File: src/rtl/mem_access_pkg.sv
// Shared encodings and types for the load/store access unit.
package mem_access_pkg;

   localparam logic [1:0] SIZE_BYTE    = 2'b00;
   localparam logic [1:0] SIZE_HALF    = 2'b01;
   localparam logic [1:0] SIZE_WORD    = 2'b10;
   localparam logic [1:0] SIZE_ILLEGAL = 2'b11;

   // Wait counter covers the full 0..15 range of extra window cycles.
   localparam int unsigned WAIT_CNT_W = 4;

   typedef enum logic [1:0] {
      StIdle,
      StAccess,
      StResp,
      StErr
   } state_e;

endpackage

File: src/rtl/mem_access_if.sv
// Request/response handshake and RAM port bundle between the pipeline and the access unit.
interface mem_access_if #(
   parameter int unsigned ADDR_W = 9
) ();

   logic              req_valid;
   logic              req_ready;
   logic              req_write;
   logic [1:0]        req_size;
   logic              req_signed;
   logic [31:0]       req_addr;
   logic [31:0]       req_wdata;

   logic              resp_valid;
   logic [31:0]       resp_data;
   logic              resp_error;

   logic              mem_enable;
   logic              mem_read_write;
   logic              mem_sign_extend;
   logic [1:0]        mem_size;
   logic [ADDR_W-1:0] mem_address;
   logic [31:0]       mem_data_in;
   logic [31:0]       mem_data_out;

   // Pipeline / RAM environment side.
   modport master (
      output req_valid, req_write, req_size, req_signed, req_addr, req_wdata, mem_data_out,
      input  req_ready, resp_valid, resp_data, resp_error,
      input  mem_enable, mem_read_write, mem_sign_extend, mem_size, mem_address, mem_data_in
   );

   // Access unit side.
   modport slave (
      input  req_valid, req_write, req_size, req_signed, req_addr, req_wdata, mem_data_out,
      output req_ready, resp_valid, resp_data, resp_error,
      output mem_enable, mem_read_write, mem_sign_extend, mem_size, mem_address, mem_data_in
   );

endinterface

File: src/rtl/mem_align_check.sv
// Size/alignment legality check and low-bit address alignment.
// MEM_ACCESS_MISALIGN_TRAP_EN turns misaligned half/word accesses into errors.
module mem_align_check
   import mem_access_pkg::*;
#(
   parameter int unsigned ADDR_W = 9
) (
   input  logic [1:0]        size,
   input  logic [ADDR_W-1:0] addr,
   output logic              illegal,
   output logic [ADDR_W-1:0] aligned
);

   always_comb begin
      aligned = addr;
      case (size)
         SIZE_HALF: aligned[0]   = 1'b0;
         SIZE_WORD: aligned[1:0] = 2'b00;
         default:   ;
      endcase
   end

`ifdef MEM_ACCESS_MISALIGN_TRAP_EN
   always_comb begin
      illegal = (size == SIZE_ILLEGAL) ||
                ((size == SIZE_HALF) && addr[0]) ||
                ((size == SIZE_WORD) && (addr[1:0] != 2'b00));
   end
`else
   // Low bits are silently cleared instead of trapping.
   always_comb begin
      illegal = (size == SIZE_ILLEGAL);
   end
`endif

endmodule

File: src/rtl/mem_access_unit.sv
// Single-outstanding load/store controller for the level-sensitive data RAM port.
// Build option MEM_ACCESS_MISALIGN_TRAP_EN: misaligned half/word requests return an error.
module mem_access_unit
   import mem_access_pkg::*;
#(
   parameter int unsigned WAIT_CYCLES = 1,
   parameter int unsigned ADDR_W      = 9
) (
   input logic        clk,
   input logic        rst_n,
   mem_access_if.slave bus
);

   localparam logic [WAIT_CNT_W-1:0] WAIT_LAST = WAIT_CNT_W'(WAIT_CYCLES);

   state_e                state_q, state_d;
   logic [WAIT_CNT_W-1:0] cnt_q, cnt_d;
   logic                  write_q, write_d;
   logic [1:0]            size_q, size_d;
   logic                  sign_q, sign_d;
   logic [ADDR_W-1:0]     addr_q, addr_d;
   logic [31:0]           wdata_q, wdata_d;
   logic                  en_q, en_d;
   logic                  rw_q, rw_d;
   logic                  ready_q, ready_d;
   logic                  resp_valid_q, resp_valid_d;
   logic                  resp_error_q, resp_error_d;
   logic [31:0]           resp_data_q, resp_data_d;

   logic                  illegal;
   logic [ADDR_W-1:0]     aligned;
   logic                  accept;
   logic                  unused_addr_hi;

   assign unused_addr_hi = ^bus.req_addr[31:ADDR_W];

   mem_align_check #(
      .ADDR_W (ADDR_W)
   ) u_align (
      .size    (bus.req_size),
      .addr    (bus.req_addr[ADDR_W-1:0]),
      .illegal (illegal),
      .aligned (aligned)
   );

   assign accept = bus.req_valid & ready_q;

   always_comb begin
      state_d      = state_q;
      cnt_d        = cnt_q;
      write_d      = write_q;
      size_d       = size_q;
      sign_d       = sign_q;
      addr_d       = addr_q;
      wdata_d      = wdata_q;
      en_d         = en_q;
      rw_d         = rw_q;
      ready_d      = ready_q;
      resp_valid_d = resp_valid_q;
      resp_error_d = resp_error_q;
      resp_data_d  = resp_data_q;

      unique case (state_q)
         StIdle: begin
            if (resp_valid_q) begin
               // Error pulse ends here; ready only rises after it.
               resp_valid_d = 1'b0;
               resp_error_d = 1'b0;
               ready_d      = 1'b1;
            end else if (accept) begin
               write_d = bus.req_write;
               size_d  = bus.req_size;
               sign_d  = bus.req_signed;
               addr_d  = aligned;
               wdata_d = bus.req_wdata;
               cnt_d   = '0;
               ready_d = 1'b0;
               if (illegal) begin
                  state_d = StErr;
               end else begin
                  state_d = StAccess;
                  en_d    = 1'b1;
                  rw_d    = bus.req_write;
               end
            end
         end
         StAccess: begin
            if (cnt_q == WAIT_LAST) begin
               state_d      = StResp;
               en_d         = 1'b0;
               rw_d         = 1'b0;
               resp_valid_d = 1'b1;
               resp_error_d = 1'b0;
               resp_data_d  = write_q ? '0 : bus.mem_data_out;
            end else begin
               cnt_d = cnt_q + 1'b1;
            end
         end
         StResp: begin
            state_d      = StIdle;
            resp_valid_d = 1'b0;
            resp_data_d  = '0;
            ready_d      = 1'b1;
         end
         StErr: begin
            state_d      = StIdle;
            resp_valid_d = 1'b1;
            resp_error_d = 1'b1;
            resp_data_d  = '0;
         end
      endcase
   end

   always_ff @(posedge clk or negedge rst_n) begin
      if (!rst_n) begin
         state_q      <= StIdle;
         cnt_q        <= '0;
         write_q      <= 1'b0;
         size_q       <= 2'b00;
         sign_q       <= 1'b0;
         addr_q       <= '0;
         wdata_q      <= '0;
         en_q         <= 1'b0;
         rw_q         <= 1'b0;
         ready_q      <= 1'b1;
         resp_valid_q <= 1'b0;
         resp_error_q <= 1'b0;
         resp_data_q  <= '0;
      end else begin
         state_q      <= state_d;
         cnt_q        <= cnt_d;
         write_q      <= write_d;
         size_q       <= size_d;
         sign_q       <= sign_d;
         addr_q       <= addr_d;
         wdata_q      <= wdata_d;
         en_q         <= en_d;
         rw_q         <= rw_d;
         ready_q      <= ready_d;
         resp_valid_q <= resp_valid_d;
         resp_error_q <= resp_error_d;
         resp_data_q  <= resp_data_d;
      end
   end

   assign bus.req_ready       = ready_q;
   assign bus.resp_valid      = resp_valid_q;
   assign bus.resp_error      = resp_error_q;
   assign bus.resp_data       = resp_data_q;
   assign bus.mem_enable      = en_q;
   assign bus.mem_read_write  = rw_q;
   assign bus.mem_sign_extend = sign_q;
   assign bus.mem_size        = size_q;
   assign bus.mem_address     = addr_q;
   assign bus.mem_data_in     = wdata_q;

endmodule

File: src/flat_wrapper.sv
// flat-port wrapper written by rule: the top's interface ports become plain ports
module mem_access_unit_flat import mem_access_pkg::*;
#(
   parameter int unsigned WAIT_CYCLES = 1,
   parameter int unsigned ADDR_W      = 9
)
  (clk, rst_n, bus_req_valid, bus_req_write, bus_req_size, bus_req_signed, bus_req_addr, bus_req_wdata, bus_mem_data_out, bus_req_ready, bus_resp_valid, bus_resp_data, bus_resp_error, bus_mem_enable, bus_mem_read_write, bus_mem_sign_extend, bus_mem_size, bus_mem_address, bus_mem_data_in);
  mem_access_if #(.ADDR_W(ADDR_W)) bus_i ();
  input logic clk;
  input logic rst_n;
  input wire logic [$bits(bus_i.req_valid)-1:0] bus_req_valid;
  input wire logic [$bits(bus_i.req_write)-1:0] bus_req_write;
  input wire logic [$bits(bus_i.req_size)-1:0] bus_req_size;
  input wire logic [$bits(bus_i.req_signed)-1:0] bus_req_signed;
  input wire logic [$bits(bus_i.req_addr)-1:0] bus_req_addr;
  input wire logic [$bits(bus_i.req_wdata)-1:0] bus_req_wdata;
  input wire logic [$bits(bus_i.mem_data_out)-1:0] bus_mem_data_out;
  output wire logic [$bits(bus_i.req_ready)-1:0] bus_req_ready;
  output wire logic [$bits(bus_i.resp_valid)-1:0] bus_resp_valid;
  output wire logic [$bits(bus_i.resp_data)-1:0] bus_resp_data;
  output wire logic [$bits(bus_i.resp_error)-1:0] bus_resp_error;
  output wire logic [$bits(bus_i.mem_enable)-1:0] bus_mem_enable;
  output wire logic [$bits(bus_i.mem_read_write)-1:0] bus_mem_read_write;
  output wire logic [$bits(bus_i.mem_sign_extend)-1:0] bus_mem_sign_extend;
  output wire logic [$bits(bus_i.mem_size)-1:0] bus_mem_size;
  output wire logic [$bits(bus_i.mem_address)-1:0] bus_mem_address;
  output wire logic [$bits(bus_i.mem_data_in)-1:0] bus_mem_data_in;
  assign bus_i.req_valid = bus_req_valid;
  assign bus_i.req_write = bus_req_write;
  assign bus_i.req_size = bus_req_size;
  assign bus_i.req_signed = bus_req_signed;
  assign bus_i.req_addr = bus_req_addr;
  assign bus_i.req_wdata = bus_req_wdata;
  assign bus_i.mem_data_out = bus_mem_data_out;
  assign bus_req_ready = bus_i.req_ready;
  assign bus_resp_valid = bus_i.resp_valid;
  assign bus_resp_data = bus_i.resp_data;
  assign bus_resp_error = bus_i.resp_error;
  assign bus_mem_enable = bus_i.mem_enable;
  assign bus_mem_read_write = bus_i.mem_read_write;
  assign bus_mem_sign_extend = bus_i.mem_sign_extend;
  assign bus_mem_size = bus_i.mem_size;
  assign bus_mem_address = bus_i.mem_address;
  assign bus_mem_data_in = bus_i.mem_data_in;
  mem_access_unit #(.WAIT_CYCLES(WAIT_CYCLES), .ADDR_W(ADDR_W)) u_core (.clk(clk), .rst_n(rst_n), .bus(bus_i));
endmodule
File: config.mk
export PLATFORM = sky130hd
export DESIGN_NAME = mem_access_unit_flat
export DESIGN_NICKNAME = d
export VERILOG_FILES = /design/src/rtl/mem_access_pkg.sv /design/src/rtl/mem_access_if.sv /design/src/rtl/mem_align_check.sv /design/src/rtl/mem_access_unit.sv /design/src/flat_wrapper.sv
export SDC_FILE = /design/constraint.sdc
export NUM_CORES = 1
export LEC_CHECK = 0
export ABC_AREA = 1
export CAP_MARGIN = 5
export CORE_ASPECT_RATIO = 1.4
export CORE_MARGIN = 4
export CORE_UTILIZATION = 40
export CTS_CLUSTER_SIZE = 20
export DETAILED_ROUTE_END_ITERATION = 8
export PLACE_DENSITY = 0.88
export SYNTH_ARGS = -nofsm -noshare
export SYNTH_HDL_FRONTEND = slang
export SYNTH_SLANG_ARGS = --single-unit
export TNS_END_PERCENT = 30
File: constraint.sdc
create_clock -name clk -period 1.6 [get_ports clk]
set_input_delay 0.4 -clock clk [delete_from_list [all_inputs] [get_ports clk]]
set_output_delay 0.4 -clock clk [all_outputs]
set_load 0.02 [all_outputs]
==> results of run 1 <==
==> worst max-delay path by stage <==
stage	from	to	cells past startpoint
floorplan	u_core.bus.req_ready	u_core.cnt_q[2]	6
CTS	u_core.bus.req_ready	bus_req_ready	1
finish	u_core.bus.resp_valid	bus_resp_valid	1
global route	u_core.cnt_q[0]	u_core.bus.resp_data[0]	7
global placement	bus_req_size[0]	u_core.bus.mem_enable	7
detailed placement	bus_req_valid	u_core.cnt_q[3]	7
==> report_power, final <==
group,switching (mW),leakage [nW],internal (mW)
Clock,0.817,0.156,1.36
Combinational,3.09,1.75,1.85
Sequential,0.559,1.14,3.22
Total,4.46,3.04,6.43
==> cells in the final DEF (no fill, tap or decap) <==
master / synthesis / layout
clkinv_4: 0 / 1
dfrtp_1: 87 / 87
o21ai_0: 7 / 7
clkdlybuf4s50_1: 0 / 78
nand2_1: 206 / 206
clkbuf_1: 0 / 1
nand4_1: 2 / 2
buf_12: 0 / 5
dfstp_2: 1 / 1
ha_1: 4 / 4
a21oi_1: 4 / 4
o21ai_1: 5 / 5
o22ai_1: 1 / 1
inv_1: 7 / 7
nand2_2: 1 / 1
nor2_4: 1 / 1
nand3_1: 24 / 24
nor2_2: 2 / 2
clkinv_2: 0 / 3
clkbuf_16: 0 / 9
xor2_1: 2 / 2
nor3_1: 2 / 2
nor2_1: 5 / 5
dlygate4sd2_1: 0 / 80
nand3_2: 11 / 11
inv_2: 4 / 4
bufinv_16: 0 / 2
clkbuf_2: 0 / 1
buf_4: 5 / 8
==> sequential cells by signal, indices dropped and copies added, names as in the netlist <==
| name | cells |
|---|---|
| u_core.bus.resp_valid | 1 |
| u_core.bus.mem_sign_extend | 1 |
| u_core.bus.resp_error | 1 |
| u_core.write_q | 1 |
| u_core.bus.mem_size | 2 |
| u_core.cnt_q | 4 |
| u_core.bus.mem_enable | 1 |
| u_core.bus.mem_address | 9 |
| u_core.bus.req_ready | 1 |
| u_core.bus.mem_data_in | 32 |
| u_core.bus.resp_data | 32 |
| u_core.state_q | 2 |
| u_core.bus.mem_read_write | 1 |
==> per-stage QoR <==
| step | util | power, mW | setup TNS (ns) | hold slack [ns] |
|---|---|---|---|---|
| after detailed placement | 0.619 | 9.48 | -3.81 | 0.412 |
| after global routing | 0.643 | 11.7 | 0 | 0.0732 |
| after floorplan | - | 6.70 | 0 | 0.104 |
| after global placement | 0.619 | 9.25 | -1.70 | 0.409 |
| after CTS | 0.643 | 11.0 | 0 | 0.0539 |
| final | 0.643 | 10.9 | 0 | 0.0509 |
==> area by class of cell <==
cell class,count,area (sq um),share of cell area
inverters,11,41.3,0.00742
clock buffers,10,229,0.0412
clock inverters,6,83.8,0.0151
flip-flops and latches,88,2200,0.396
multi-input cells,277,1230,0.221
repair buffers,172,1650,0.296
well taps,105,131,0.0236
==> timing repair <==
item / in CTS / in global routing
gates resized for setup: 82 / 1
gates cloned: 0 / 0
hold buffers: 0 / 0
setup endpoints to repair: 81 / 1
==> cells by family (layout without fill, tap and decap cells) <==
kind of cell	count (synthesis)	after routing	synth area share
AND/OR/NAND/NOR	254	254	0.300
flip-flops	88	88	0.614
buffers and inverters	29	199	0.0436
AO/OA/AOI/OAI	17	17	0.0241
adder cells (fa/ha/maj)	4	4	0.0139
XOR/XNOR	2	2	0.00488
==> routing by layer <==
| layer | part of all wire | GRT usage | routed length (microns) | up-vias |
|---|---|---|---|---|
| met1 | 0.39 | 0.218 | 3790 | 1513 |
| met4 | 0.020 | 0.0870 | 197 | 0 |
| li1 | - | - | - | 1564 |
| met5 | 0 | 0 | 0 | - |
| met3 | 0.077 | 0.0433 | 745 | 17 |
| met2 | 0.51 | 0.331 | 4950 | 126 |
==> impl_metrics.env, run 1 <==
export IMPL_synth_common_cells="nand2_1 (206), dfrtp_1 (87), nand3_1 (24), buf_2 (11), nand3_2 (11)"
export IMPL_final_cell_area_sq_mm=0.00556
export IMPL_fin_crit_ns=1.49
export IMPL_min_period_over_period=0.931
export IMPL_die_h_microns=120
export IMPL_rr_worst_depth=7
export IMPL_ys_warn_count=0
export IMPL_cts_sinks=88
export IMPL_fillCellCount=739
export IMPL_syn_inst=394
export IMPL_grt_pass1_wl_microns=15900
export IMPL_placed_cell_area_sq_mm=0.00536
export IMPL_rows=40
export IMPL_grt_pass1_vias=3426
export IMPL_synth_area_leaders="dfrtp_1 (61%), nand2_1 (22%), nand3_1 (3.3%)"
export IMPL_worst_pin_slew_ns=0.593
export IMPL_die_x_microns=88.1
export IMPL_critPathTopFamily="flip-flops"
export IMPL_worst_skew_pair_late_latency_ns=0.33
export IMPL_critPathKind="flop to output pin"
export IMPL_routedWlPerCell_microns=14.5
export IMPL_post_place_ws_ns=-0.125
export IMPL_core_sq_mm=0.00866
export IMPL_drt_iter0_markers=94
export IMPL_synthesis_nets=501
export IMPL_antenna_found_initial=0
export IMPL_path_max_fanout=4
export IMPL_dp_hpwl_microns=7180
export IMPL_cp_required_ns=1.20
export IMPL_grt_max_degree=55
export IMPL_synth_distinct_cells=22
export IMPL_finClkSkew_ns=0.00779
export IMPL_vias_per_cell=4.81
export IMPL_drive_gt1_frac=0.0869
export IMPL_power_per_cell_area_mw_per_mm2=1960
export IMPL_hold_class="input pin to asynchronous set/reset pin"
export IMPL_synthFlopType="dfrtp_1"
export IMPL_clkTransAtPathRegs_ns=0.06
export IMPL_slowest_delay_ns=0.39
export IMPL_gp_congestion=0.781
export IMPL_cp_start_kind="flop"
export IMPL_maxCapViolCount=0
export IMPL_num_vias=3220
export IMPL_initial_core_util=0.414
export IMPL_crit_chain="dlygate4sd2_1"
export IMPL_drc=0
export IMPL_cp_num_buf_inv=1
export IMPL_synth_ff_latch_count=88
export IMPL_post_cts_buffers=0
export IMPL_yosysTopAreaCell="dfrtp_1"
export IMPL_synth_top_area_frac=0.607
export IMPL_grtUsageTotal=0.190
export IMPL_cp_arrival_ns=1.09
export IMPL_synth_seq_area_share=0.614
export IMPL_slew_violations=0
export IMPL_fin_cells=669
export IMPL_cts_buffers=9
export IMPL_area_growth_pct=55.1
export IMPL_r2r_start="u_core.cnt_q[1]"
export IMPL_dp_cells=653
export IMPL_maxSlewHeadroom=0.604
export IMPL_max_vdd_ir_drop_uv=1030
export IMPL_netlist_area_sq_mm=0.00359
export IMPL_nNetsFinal=666
export IMPL_grt_ovfl_total=0
export IMPL_r2r_end="u_core.bus.resp_data[20]"
export IMPL_hold_viol=0
export IMPL_slowest_stage="dfrtp_1"
export IMPL_synthArstFlopShare=1.00
export IMPL_synth_most_common_cell="nand2_1"
export IMPL_h_tree_depth=3
export IMPL_ant_nets=0
export IMPL_die_area_sq_mm=0.0106
export IMPL_postRouteWirelength_microns=9690
export IMPL_rsz0062_at_grt="false"
export IMPL_worst_setup_path_end_kind="output pin"
export IMPL_clk_path_buf_depth=2
export IMPL_clock_fmax_ghz=0.671
export IMPL_setup_viol=0
export IMPL_worst_slack_ns=0.110
export IMPL_portBuffers=160
export IMPL_ctsRootBufferMaster="clkbuf_16"
export IMPL_cts_tree="done"
export IMPL_synth_edf_count=0
export IMPL_outcome="complete, no violations"
export IMPL_regToRegSetupSlack_ns=0.17
export IMPL_p_leak_nw=3.04
export IMPL_firstDrtPassIters=4
export IMPL_syn_area_per_cell_sq_um=9.11
export IMPL_diodes=0
export IMPL_pin_count=184
Note: power is estimated with default switching activity, not from simulation.
==> run 2, diff against run 1 <==
- CORE_UTILIZATION: 40 -> 62
- CTS_CLUSTER_DIAMETER: unset -> 40
- DONT_BUFFER_PORTS: unset -> 1
- PLACE_DENSITY: 0.88 -> 0.85
==> run 2 against run 1 <==
Compared with the run above:
- die area decreased by 33%
- global-route usage up 2.6 points
- wire length down 25%
- cell area shrank 30%
- critical path depth up 7
- cell count down 30%
- combinational power shrank 53%
- largest power group is now sequential cells
- core utilization is 5.3 points higher
- the run now ends with negative hold slack left
- sequential power rose by 34%
- largest cell class unchanged
==> impl_metrics.env, run 2 (synthesis results as in run 1) <==
export IMPL_outcome="finished, violations left"
export IMPL_violations="negative hold slack"
export IMPL_fillCellCount=451
export IMPL_area_growth_pct=7.91
export IMPL_cts_buffers=9
export IMPL_grt_pass1_wl_microns=12000
export IMPL_met2_usage=0.354
export IMPL_nNetsFinal=503
export IMPL_power_per_cell_area_mw_per_mm2=2280
export IMPL_hold_viol=88
export IMPL_antenna_found_initial=0
export IMPL_diodes=0
export IMPL_clkTransAtPathRegs_ns=0.08
export IMPL_path_max_fanout=36
export IMPL_worst_setup_path_end_kind="flop"
export IMPL_vias_per_cell=5.39
export IMPL_ant_nets=0
export IMPL_die_area_sq_mm=0.00709
export IMPL_clock_fmax_ghz=0.685
export IMPL_setup_viol=0
export IMPL_rows=32
export IMPL_worst_pin_slew_ns=0.560
export IMPL_regToRegSetupSlack_ns=0.14
export IMPL_slowest_delay_ns=0.40
export IMPL_final_cell_mix="nand2_1 (206), dfrtp_1 (87), nand3_1 (24), nand3_2 (10), clkbuf_8 (10)"
export IMPL_maxCapViolCount=0
export IMPL_drive_gt1_frac=0.110
export IMPL_cts_tree="done"
export IMPL_die_h_microns=98.0
export IMPL_max_vdd_ir_drop_uv=1240
export IMPL_cts_sinks=88
export IMPL_num_vias=2530
export IMPL_drc=0
export IMPL_dp_hpwl_microns=5300
export IMPL_grtUsageMet1=0.245
export IMPL_maxSlewHeadroom=0.626
export IMPL_portBuffers=0
export IMPL_h_tree_depth=3
export IMPL_p_leak_nw=2.10
export IMPL_r2r_end="u_core.bus.resp_data[2]"
export IMPL_crit_top_cell="nand2_1"
export IMPL_drt_iter0_markers=110
export IMPL_firstDrtPassIters=4
export IMPL_finClkSkew_ns=0.00920
export IMPL_crit_chain="inv_1, ha_1, nand2_1, nand2_1, nand2_2, buf_12, nand2_1, nand2_1"
export IMPL_top_usage_layer="met2"
export IMPL_met3_usage=0.0947
export IMPL_initial_core_util=0.645
export IMPL_rsz0062_at_grt="false"
export IMPL_core_sq_mm=0.00557
export IMPL_clk_path_buf_depth=2
export IMPL_grt_max_degree=89
export IMPL_pin_count=184
export IMPL_ctsRootBufferMaster="clkbuf_8"
export IMPL_grt_ovfl_total=0
export IMPL_rr_worst_depth=8
export IMPL_tns_ns=0
export IMPL_gp_congestion=0.811
export IMPL_grtUsageTotal=0.217
export IMPL_postRouteWirelength_microns=7230
export IMPL_min_period_over_period=0.912
export IMPL_hold_ws_ns=-0.259
export IMPL_slowest_stage="dfrtp_1"
export IMPL_grt_pass1_vias=2592
export IMPL_cp_arrival_ns=1.68
export IMPL_hold_class="input pin to asynchronous set/reset pin"
export IMPL_fin_crit_ns=1.46
export IMPL_final_cell_area_sq_mm=0.00387
export IMPL_routedWlPerCell_microns=15.4
export IMPL_cp_start_kind="flop"
export IMPL_finalPower_mw=8.82
export IMPL_cp_required_ns=1.82
export IMPL_die_x_microns=72.3
export IMPL_critPathKind="flop to flop"
export IMPL_slew_violations=0
export IMPL_r2r_start="u_core.cnt_q[1]"
export IMPL_final_common_cell="nand2_1"
export IMPL_worst_skew_pair_late_latency_ns=0.34
export IMPL_placed_cell_area_sq_mm=0.00366
[run 2: power breakdown]
part	switching (mW)	internal, mW	leakage [nW]
combinational	1.46	0.838	0.858
clock	0.714	0.762	0.0993
sequential	1.84	3.21	1.14
[run 2: routing by layer]
layer,share of wire,vias to the layer above
li1,-,1236
met1,0.37,1151
met2,0.50,131
met3,0.12,12
met4,0.014,0
met5,0,-
[run 2: stage by stage]
step                      hold slack, ns   util  worst slack, ns  cells
after global routing              -0.296  0.696           0.0356    469
after global placement             0.106  0.658            0.124    453
after floorplan                    0.104      -            0.306    394
final                             -0.259  0.696            0.140    469
after detailed placement           0.106  0.658           0.0542    453
after CTS                         -0.276  0.694           0.0412    469
[run 2: how the worst max path moves through the flow]
| stage | startpoint | end | slack [ns] | cells past startpoint |
|---|---|---|---|---|
| detailed placement | u_core.state_q[1] | u_core.bus.mem_data_in[9] | 0.05 | 5 |
| CTS | u_core.state_q[1] | u_core.bus.mem_data_in[9] | 0.04 | 5 |
| floorplan | u_core.bus.req_ready | u_core.cnt_q[2] | 0.31 | 6 |
| global placement | u_core.state_q[1] | u_core.bus.mem_size[0] | 0.12 | 5 |
| finish | u_core.cnt_q[1] | u_core.bus.resp_data[2] | 0.14 | 8 |
| global route | u_core.cnt_q[0] | u_core.bus.resp_data[26] | 0.04 | 7 |
[run 2: worst max-delay path: cells and delay by family (launching register included)]
family / cells / cell delay (ns)
buffers and inverters: 2 / 0.27
adders and majority gates: 1 / 0.15
and+or+nand+nor: 5 / 0.51
DFF: 1 / 0.40
[run 2: cell type report]
class                   count  area [sq um]  area share
well taps                  68          85.1      0.0220
clock buffers              11           141      0.0365
repair buffers              9           109      0.0281
clock inverters             5          56.3      0.0145
multi-input cells         277          1240       0.319
inverters                  11          41.3      0.0107
flip-flops and latches     88          2200       0.569
[run 2: what timing repair did]
| action | in CTS | in global routing |
|---|---|---|
| setup endpoints to repair | 0 | 32 |
| setup buffers | 0 | 0 |
| endpoints found under the hold margin | 88 | 88 |
| gates resized for setup | 0 | 2 |
==> run 3, diff against run 2 <==
- CORE_ASPECT_RATIO: 1.4 -> 0.5
==> run 3 against run 2 <==
Compared with the run above:
- the flow still finishes with violations (negative hold slack)
- critical endpoint is now u_core.bus.mem_size[0]
- largest power group unchanged
- die area is 0.80% higher
- critical path depth is 2 lower
- maximum frequency is 3.6% lower
- register-to-register slack worse by 0.05 ns
==> impl_metrics.env, run 3 (synthesis results as in run 1) <==
export IMPL_maxSlewHeadroom=0.631
export IMPL_rsz0062_at_grt="false"
export IMPL_grt_pass1_vias=2482
export IMPL_worst_pin_slew_ns=0.552
export IMPL_dp_hpwl_microns=5420
export IMPL_pin_count=184
export IMPL_die_h_microns=61.8
export IMPL_cts_tree="done"
export IMPL_post_place_ws_ns=0.107
export IMPL_top_layer="met4"
export IMPL_violations="negative hold slack"
export IMPL_initial_core_util=0.648
export IMPL_cp_required_ns=1.80
export IMPL_drive_gt1_frac=0.101
export IMPL_portBuffers=0
export IMPL_clk_path_buf_depth=2
export IMPL_rr_worst_depth=6
export IMPL_rows=19
export IMPL_grt_max_degree=89
export IMPL_met3_length_microns=861
export IMPL_maxCapViolCount=0
export IMPL_cp_arrival_ns=1.72
export IMPL_gp_congestion=0.750
export IMPL_cp_start_kind="flop"
export IMPL_p_leak_nw=2.12
export IMPL_grt_ovfl_total=0
export IMPL_tns_ns=0
export IMPL_worst_setup_path_end_kind="flop"
export IMPL_min_period_over_period=0.946
export IMPL_firstDrtPassIters=4
export IMPL_vias_per_cell=5.47
export IMPL_post_cts_buffers=0
export IMPL_regToRegSetupSlack_ns=0.09
export IMPL_hold_ws_ns=-0.235
export IMPL_fin_crit_ns=1.51
export IMPL_area_growth_pct=9.41
export IMPL_route_met2_wl_microns=3720
export IMPL_hold_class="input pin to asynchronous set/reset pin"
export IMPL_core_sq_mm=0.00554
export IMPL_antenna_found_initial=0
export IMPL_fillCellCount=396
export IMPL_drt_met1_wl_microns=2920
export IMPL_num_vias=2572
export IMPL_finClkSkew_ns=0.00856
export IMPL_grtUsageTotal=0.211
export IMPL_hold_viol=88
export IMPL_r2r_end="u_core.bus.mem_size[0]"
export IMPL_diodes=0
export IMPL_critPathKind="flop to flop"
export IMPL_postRouteWirelength_microns=7590
export IMPL_h_tree_depth=3
export IMPL_clock_fmax_ghz=0.661
export IMPL_final_cell_mix="nand2_1 (206), dfrtp_1 (87), nand3_1 (24), nand3_2 (11), clkbuf_16 (9)"
export IMPL_outcome="finished, violations left"
export IMPL_cts_buffers=9
export IMPL_drt_iter0_markers=222
export IMPL_drc=0
export IMPL_nNetsFinal=501
export IMPL_die_x_microns=116
export IMPL_final_common_cell="nand2_1"
export IMPL_die_area_sq_mm=0.00714
export IMPL_setup_viol=0
export IMPL_routedWlPerCell_microns=16.2
export IMPL_ctsRootBufferMaster="clkbuf_16"
export IMPL_path_max_fanout=24
export IMPL_r2r_start="u_core.bus.req_ready"
export IMPL_power_per_cell_area_mw_per_mm2=2360
export IMPL_worst_slack_ns=0.0864
export IMPL_grt_pass1_wl_microns=11600
export IMPL_cts_sinks=88
export IMPL_slew_violations=0
export IMPL_clkTransAtPathRegs_ns=0.06
export IMPL_ant_nets=0
export IMPL_finalCoreUtilization=0.709
export IMPL_worst_skew_pair_late_latency_ns=0.33
export IMPL_max_vdd_ir_drop_uv=1350
-- run 3: changes by cell type in the layout (fill, tap and decap cells not counted), sizes merged --
cell    previous run  this run
buf                9         7
clkbuf            11        10
clkinv             3         2
-- run 3: worst max path at each step --
stage | endpoint | slack, ns | start
after global placement | u_core.bus.mem_data_in[27] | 0.16 | u_core.bus.req_ready
after floorplan | u_core.cnt_q[2] | 0.31 | u_core.bus.req_ready
final | u_core.bus.mem_size[0] | 0.09 | u_core.bus.req_ready
after detailed placement | u_core.bus.mem_address[3] | 0.11 | u_core.bus.req_ready
after global routing | u_core.bus.mem_address[2] | 0.005 | u_core.bus.req_ready
after CTS | u_core.bus.mem_size[0] | 0.09 | u_core.bus.req_ready
-- run 3: what timing repair did --
item | 4_1_cts | 5_1_grt
setup endpoints to repair | 0 | 22
hold endpoints to repair | 88 | 88
resized for setup | 0 | 2
-- run 3: final cells by class --
class,instances,area (sq um),share of cell area
clock inverter,4,47.5,0.0121
timing repair buffer,7,85.1,0.0217
inverter,11,41.3,0.0105
sequential,88,2200,0.561
tap,73,91.3,0.0233
clock buffer,10,229,0.0583
multi-input combinational,277,1230,0.313
-- run 3: per-stage QoR --
step | power (mW) | instance area [sq um] | instances
floorplan | 6.70 | 3590 | 394
global placement | 7.15 | 3640 | 456
detailed placement | 7.36 | 3640 | 456
CTS | 9.35 | 3920 | 470
global route | 9.88 | 3930 | 470
finish | 9.27 | 3930 | 470
-- run 3: worst max-delay path, stage by stage, from the launching register on --
cell and delay, ns:
dfstp_2 0.60, nand2_1 0.11, inv_1 0.09, nand3_2 0.16, buf_4 0.27, nand2_1 0.09
o21ai_1 0.06
-- run 3: report_power, final --
group / switching [mW] / internal (mW) / total, mW
clock network: 0.772 / 1.19 / 1.96
registers: 1.89 / 3.21 / 5.11
logic: 1.42 / 0.792 / 2.21
total: 4.08 / 5.19 / 9.27
-- run 3: per-layer routing --
metal,GRT usage,vias to the layer above
met3,0.0803,11
met5,0,-
met1,0.253,1203
met2,0.351,126
met4,0.0953,0
li1,-,1232
==> patch 1 (settings of run 3) <==
`ADDR_W` is set to 9 in 4 places; all go to 8.
--- a/src/rtl/mem_access_if.sv
+++ b/src/rtl/mem_access_if.sv
@@ -1,5 +1,5 @@
 // Request/response handshake and RAM port bundle between the pipeline and the access unit.
 interface mem_access_if #(
-   parameter int unsigned ADDR_W = 9
+   parameter int unsigned ADDR_W = 8
 ) ();
 
--- a/src/rtl/mem_align_check.sv
+++ b/src/rtl/mem_align_check.sv
@@ -4,5 +4,5 @@
    import mem_access_pkg::*;
 #(
-   parameter int unsigned ADDR_W = 9
+   parameter int unsigned ADDR_W = 8
 ) (
    input  logic [1:0]        size,
--- a/src/rtl/mem_access_unit.sv
+++ b/src/rtl/mem_access_unit.sv
@@ -5,5 +5,5 @@
 #(
    parameter int unsigned WAIT_CYCLES = 1,
-   parameter int unsigned ADDR_W      = 9
+   parameter int unsigned ADDR_W      = 8
 ) (
    input logic        clk,
--- a/src/flat_wrapper.sv
+++ b/src/flat_wrapper.sv
@@ -3,5 +3,5 @@
 #(
    parameter int unsigned WAIT_CYCLES = 1,
-   parameter int unsigned ADDR_W      = 9
+   parameter int unsigned ADDR_W      = 8
 )
   (clk, rst_n, bus_req_valid, bus_req_write, bus_req_size, bus_req_signed, bus_req_addr, bus_req_wdata, bus_mem_data_out, bus_req_ready, bus_resp_valid, bus_resp_data, bus_resp_error, bus_mem_enable, bus_mem_read_write, bus_mem_sign_extend, bus_mem_size, bus_mem_address, bus_mem_data_in);
Interface: changed (resized bus_mem_address); port bits go from 184 to 183. No check against the original RTL was run, so the function may have changed too.
==> patch 1 against run 3 <==
The run still ends with negative hold slack left. Critical path type unchanged. Sequential cell count down 1. Power rose by 6.9%. Final area increased by 5.6%. Highest routed layer unchanged. Wire length is 0.34% lower. Clock skew decreased by 0.0020 ns. Worst setup slack improved by 0.037 ns. Synthesized area increased by 4.0%. Critical endpoint is now u_core.cnt_q[2]. Clock power is 20% higher.
==> patch 1: results (changes against run 3) <==
- Clock Tree Buf Depth: 2 (unchanged)
- Number of port buffers: 0 (unchanged)
- Drt first-iter violations: 217 (was 222)
- Hold_ws: -0.2329 ns (was -0.2351 ns)
- First-pass DRT Iterations: 4 (unchanged)
- Worst-Skew Late Latency: 0.33 ns (about the same)
- Measured slew at the worst slew-check pin: 0.3002 ns (was 0.5522 ns)
- VDD IR max: 1.328 mV (was 1.346 mV)
- Clock Pin Slew Worst Setup and Hold Paths: 0.06 ns (about the same)
- Layout cells sized above 1: 17.59% (was 10.08%)
- Largest net degree at the start of global routing: 88 (was 89)
- Clock buffer count from CTS: 9 (unchanged)
- Initial antenna violation count: 0 (unchanged)
- Clock Tree Root: clkbuf_16 (unchanged)
- Syn Area/Cell: 9.549 um2 (was 9.108 um2)
- # diodes: 0 (unchanged)
- First-pass GRT wire length: 12.59 mm (was 11.63 mm)
- Synth area leaders: dfrtp_1 58%, nand2_1 12%, o21ai_2 8.0% (was dfrtp_1 61%, nand2_1 22%, nand3_1 3.3%)
- Ys flop type: dfrtp_1 (unchanged)
- Final WL: 7.566 mm (was 7.592 mm)
- Final nets: 500 (was 501)
- Status: finished with violations (unchanged)
- # Max-Cap Violations: 0 (unchanged)
- Vias/cell: 5.450 (was 5.472)
- Leakage: 2.242 nW (was 2.118 nW)
- Vias: 2,567 (was 2,572)
- Placed cells: 452 (was 456)
- Synth top cells by count: 122 x nand2_1, 86 x dfrtp_1, 48 x inv_1, 35 x nand3_1, 34 x o21ai_2 (was 206 x nand2_1, 87 x dfrtp_1, 24 x nand3_1, 11 x buf_2, 11 x nand3_2)
- Crit path DAT: 1.74 ns (was 1.72 ns)
- Worst slack, placed: 0.1046 ns (was 0.1072 ns)
- GRT Total Usage: 20.79% (was 21.12%)
- Crit path max fanout: 40 (was 24)
- DP Wirelength: 5.467 mm (was 5.421 mm)
- Hold Crit Class: in2async (unchanged)
- Final Hold Violating Endpoints: 87 (was 88)
- GP Congestion: 0.8723 (was 0.7503)
- Failing checks: negative hold slack (unchanged)
- Filler cells: 388 (was 396)
- Worst Skew: 0.006580 ns (was 0.008562 ns)
- Worst reg-to-reg path cell count: 6 (unchanged)
- Register area share after synthesis: 58.34% (was 61.40%)
- Synth cell types: 24 (was 22)
- H-tree depth: 3 (unchanged)
- Sw frac: 42.26% (was 44.03%)
- Vias in the first global route: 2,533 (was 2,482)
- Synthesis Warnings: 0 (unchanged)
- Async S/R FF share, synth: 100.0% (unchanged)
-- patch 1: cell families (layout without fill, tap and decap cells) --
group / after synthesis / in the layout / synth area share, %
AO/OA/AOI/OAI: 56 / 56 / 10.96
XOR/XNOR: 2 / 2 / 0.4693
flip-flops: 87 / 87 / 58.34
adder cells (fa/ha/maj): 4 / 4 / 1.341
buffers and inverters: 70 / 77 / 9.584
AND/OR/NAND/NOR: 172 / 172 / 19.30
-- patch 1: metrics by stage --
stage	utilization, %	instance area (um2)	hold slack, ns
after global placement	66.67	3772	0.1061
after global routing	73.29	4146	-0.2541
after floorplan	-	3734	0.1044
final	73.29	4146	-0.2329
after detailed placement	66.67	3772	0.1059
after CTS	72.80	4119	-0.2482
-- patch 1: final cells by class --
type | count | area [um2] | share of cell area [%]
Clock buffer | 10 | 239.0 | 5.763
Clock inverter | 6 | 107.6 | 2.595
Inverter | 50 | 187.7 | 4.526
Multi-Input combinational cell | 234 | 1210 | 29.18
Sequential cell | 87 | 2178 | 52.53
Tap cell | 73 | 91.34 | 2.203
Timing Repair Buffer | 11 | 132.6 | 3.199
-- patch 1: path summary, 6_finish.rpt --
kind                                   start                         end  slack, ns
setup / recovery           u_core.state_q[1]             u_core.cnt_q[2]       0.12
hold / removal                         rst_n   u_core.bus.mem_address[6]      -0.23
setup reg to reg           u_core.state_q[1]             u_core.cnt_q[2]       0.12
hold reg to reg            u_core.state_q[0]        u_core.bus.req_ready       0.52
max in group asynchronous              rst_n        u_core.bus.req_ready       1.64
min in group clk           bus_req_wdata[27]  u_core.bus.mem_data_in[27]       0.21
-- patch 1: critical path, stage by stage (launching register included) --
cell and delay [ns]:
dfrtp_1 0.48, nor2_2 0.27, nand3_4 0.18, buf_12 0.21
nand2_1 0.12, nand3_1 0.07, nand2_1 0.07
-- patch 1: timing repair --
action,in CTS,in global routing
endpoints found under the hold margin,87,87
buffers inserted,0,3
setup endpoints to repair,0,28
gates resized for setup,0,1
-- patch 1: power by group through the flow --
stage                     sequential, mW  clock [mW]  combinational [mW]
after floorplan                     4.83           0                2.07
after global routing                5.11        2.52                2.90
after detailed placement            5.05           0                2.50
final                               5.02        2.35                2.54
after CTS                           5.03        2.39                2.50
after global placement              5.01           0                2.31
-- patch 1: per-layer routing --
metal / global-route usage (%) / vias to the layer above / part of all wire (%)
met3: 8.137 / 11 / 8.7
met4: 6.715 / 0 / 1.3
met1: 25.94 / 1201 / 40
met5: 0 / - / 0
li1: - / 1222 / -
met2: 33.67 / 133 / 50
==> patch 2 (flow settings as in run 3) <==
Without the edit above. The 4 states of `state_e` get a one-hot encoding in 4 bits.
--- a/src/rtl/mem_access_pkg.sv
+++ b/src/rtl/mem_access_pkg.sv
@@ -10,9 +10,9 @@
    localparam int unsigned WAIT_CNT_W = 4;
 
-   typedef enum logic [1:0] {
-      StIdle,
-      StAccess,
-      StResp,
-      StErr
+   typedef enum logic [3:0] {
+      StIdle   = 4'b0001,
+      StAccess = 4'b0010,
+      StResp   = 4'b0100,
+      StErr    = 4'b1000
    } state_e;
 
Check against the original RTL: no difference found for any inputs over 4 cycles, from zero or initial values and one cycle with rst_n low; so few cycles prove little.
==> patch 2 against run 3 <==
The flow still finishes with violations (negative hold slack). Final area grew 6.5%. Synthesized area is 3.0% higher. Power is 3.8% lower. Wire length increased by 5.1%. Via count grew 6.1%. Synthesized cell count grew 7.4%. Non-clock buffer count increased by 4. Critical path type unchanged. Sequential cell count up 2. Sequential share of layout area is 2.2 points lower. Sequential power down 12%. Critical path depth up 2. Worst setup slack worse by 0.062 ns.
==> patch 2: results (changes against run 3) <==
- Status: finished with violations (unchanged)
- Failing checks: negative hold slack (unchanged)
- Largest net degree at the start of global routing: 91 (was 89)
- Clock Pin Slew Worst Setup and Hold Paths: 0.06 ns (about the same)
- DP Wirelength: 5.476 mm (was 5.421 mm)
- Syn Inst Count: 423 (was 394)
- Final Hold Violating Endpoints: 90 (was 88)
- Placed cells: 487 (was 456)
- Initial antenna violation count: 0 (unchanged)
- XOR/XNOR Fraction of Synth Area: 0.4739% (was 0.4881%)
- Final ANT Viol Nets: 0 (unchanged)
- Layout cells sized above 1: 12.76% (was 10.08%)
- Synth cell types: 24 (was 22)
- Placed Area: 0.003801 mm2 (was 0.003642 mm2)
- Vias in the first global route: 2,595 (was 2,482)
- GRT Total Usage: 22.05% (was 21.12%)
- Async S/R FF share, synth: 100.0% (unchanged)
- Drt first-iter violations: 167 (was 222)
- # diodes: 0 (unchanged)
- GP Congestion: 0.8793 (was 0.7503)
- Synth Area in Adders: 1.354% (was 1.395%)
- Synthesis Warnings: 0 (unchanged)
- Clock power frac: 21.4% (was 21.1%)
- Hold_ws: -0.2420 ns (was -0.2351 ns)
- Seq pwr: 4.48 mW (was 5.11 mW)
- VDD IR max: 1.096 mV (was 1.346 mV)
- Measured slew at the worst slew-check pin: 0.3565 ns (was 0.5522 ns)
- First-pass GRT wire length: 12.44 mm (was 11.63 mm)
- Crit path DAT: 1.84 ns (was 1.72 ns)
- Vias/cell: 5.417 (was 5.472)
- Compound-Gate Fraction of Synth Area: 5.890% (was 2.406%)
- Mapped Nets: 530 (was 501)
- Sw frac: 41.99% (was 44.03%)
- Synth area leaders: dfrtp_1 60%, nand2_1 22%, o21ai_0 4.6% (was dfrtp_1 61%, nand2_1 22%, nand3_1 3.3%)
- Synth top cells by count: 218 x nand2_1, 88 x dfrtp_1, 34 x o21ai_0, 17 x inv_1, 13 x nand3_1 (was 206 x nand2_1, 87 x dfrtp_1, 24 x nand3_1, 11 x buf_2, 11 x nand3_2)
- Post-synthesis mux area share: 0% (unchanged)
- Final WL: 7.980 mm (was 7.592 mm)
- Crit path max fanout: 16 (was 24)
- Clock Tree Buf Depth: 2 (unchanged)
- Worst Skew: 0.005642 ns (was 0.008562 ns)
- Routed len/inst: 15.83 um (was 16.15 um)
- Leakage: 2.278 nW (was 2.118 nW)
- Register area share after synthesis: 61.00% (was 61.40%)
patch 2: cell types whose count changed in the layout (fill, tap and decap cells not counted), sizes merged, moves of 3 or more:
cell / run 3 / this run
o21ai: 12 / 38
nand3: 35 / 13
nand2: 207 / 219
inv: 11 / 19
nor2: 8 / 13
buf: 7 / 11
a21oi: 4 / 1
clkbuf: 10 / 13
o21bai: 0 / 3
patch 2: worst max-delay path: stages, from the launching register on:
cell and delay (ns):
dfstp_2 0.56, inv_2 0.06, nor2_4 0.12, nand2_4 0.08, nor3_4 0.21, buf_4 0.17, buf_12 0.13, nand2_1 0.08
nand2_1 0.09
patch 2: per-stage QoR:
stage / worst slack (ns) / TNS, ns / hold slack, ns / power [mW]
6_report: 0.02463 / 0 / -0.2420 / 8.920
5_1_grt: -0.04277 / -0.5842 / -0.2601 / 9.564
4_1_cts: -0.02694 / -0.1332 / -0.2563 / 8.875
3_5_place_dp: -0.01822 / -0.1346 / 0.1058 / 6.906
3_3_place_gp: 0.05058 / 0 / 0.1061 / 6.715
2_1_floorplan: 0.02171 / 0 / 0.1044 / 6.150
patch 2: area by class of cell:
cell class / count / area [um2]
inverters: 19 / 71.32
well taps: 73 / 91.34
clock buffers: 13 / 260.3
multi-input cells: 296 / 1331
clock inverters: 2 / 12.51
repair buffers: 11 / 161.4
flip-flops and latches: 90 / 2255
fillers: 380 / 1451
patch 2: logic make-up after synthesis:
kind of cell,count (synthesis)
DFF,90
and+or+nand+nor,248
buffers and inverters,37
xor gates and xnor gates,2
AOI/OAI and AO/OA,42
adders and majority gates,4
patch 2: path summary, 6_finish.rpt:
| kind | slack [ns] | cells past startpoint | endpoint | start |
|---|---|---|---|---|
| setup / recovery | 0.02 | 8 | u_core.bus.mem_address[3] | u_core.state_q[0] |
| hold / removal | -0.24 | 0 | u_core.bus.mem_data_in[2] | rst_n |
| setup reg to reg | 0.02 | 8 | u_core.bus.mem_address[3] | u_core.state_q[0] |
| hold reg to reg | 0.53 | 2 | u_core.write_q | u_core.write_q |
| max in group asynchronous | 1.65 | 0 | u_core.state_q[0] | rst_n |
| min in group clk | 0.18 | 2 | u_core.bus.mem_address[5] | bus_req_addr[5] |
patch 2: metal layers:
| layer | up-vias | GRT usage (%) | wire length, um |
|---|---|---|---|
| li1 | 1315 | - | - |
| met1 | 1266 | 24.98 | 3048 |
| met2 | 135 | 36.41 | 3952 |
| met3 | 14 | 9.671 | 843 |
| met4 | 0 | 8.870 | 135 |
| met5 | - | 0 | 0 |
patch 2: repair_timing:
item / CTS / global route
pin swaps: 2 / 3
endpoints found under the hold margin: 90 / 90
gates resized for setup: 11 / 28
setup endpoints to repair: 43 / 77
cloned: 0 / 0
buffers inserted: 1 / 1
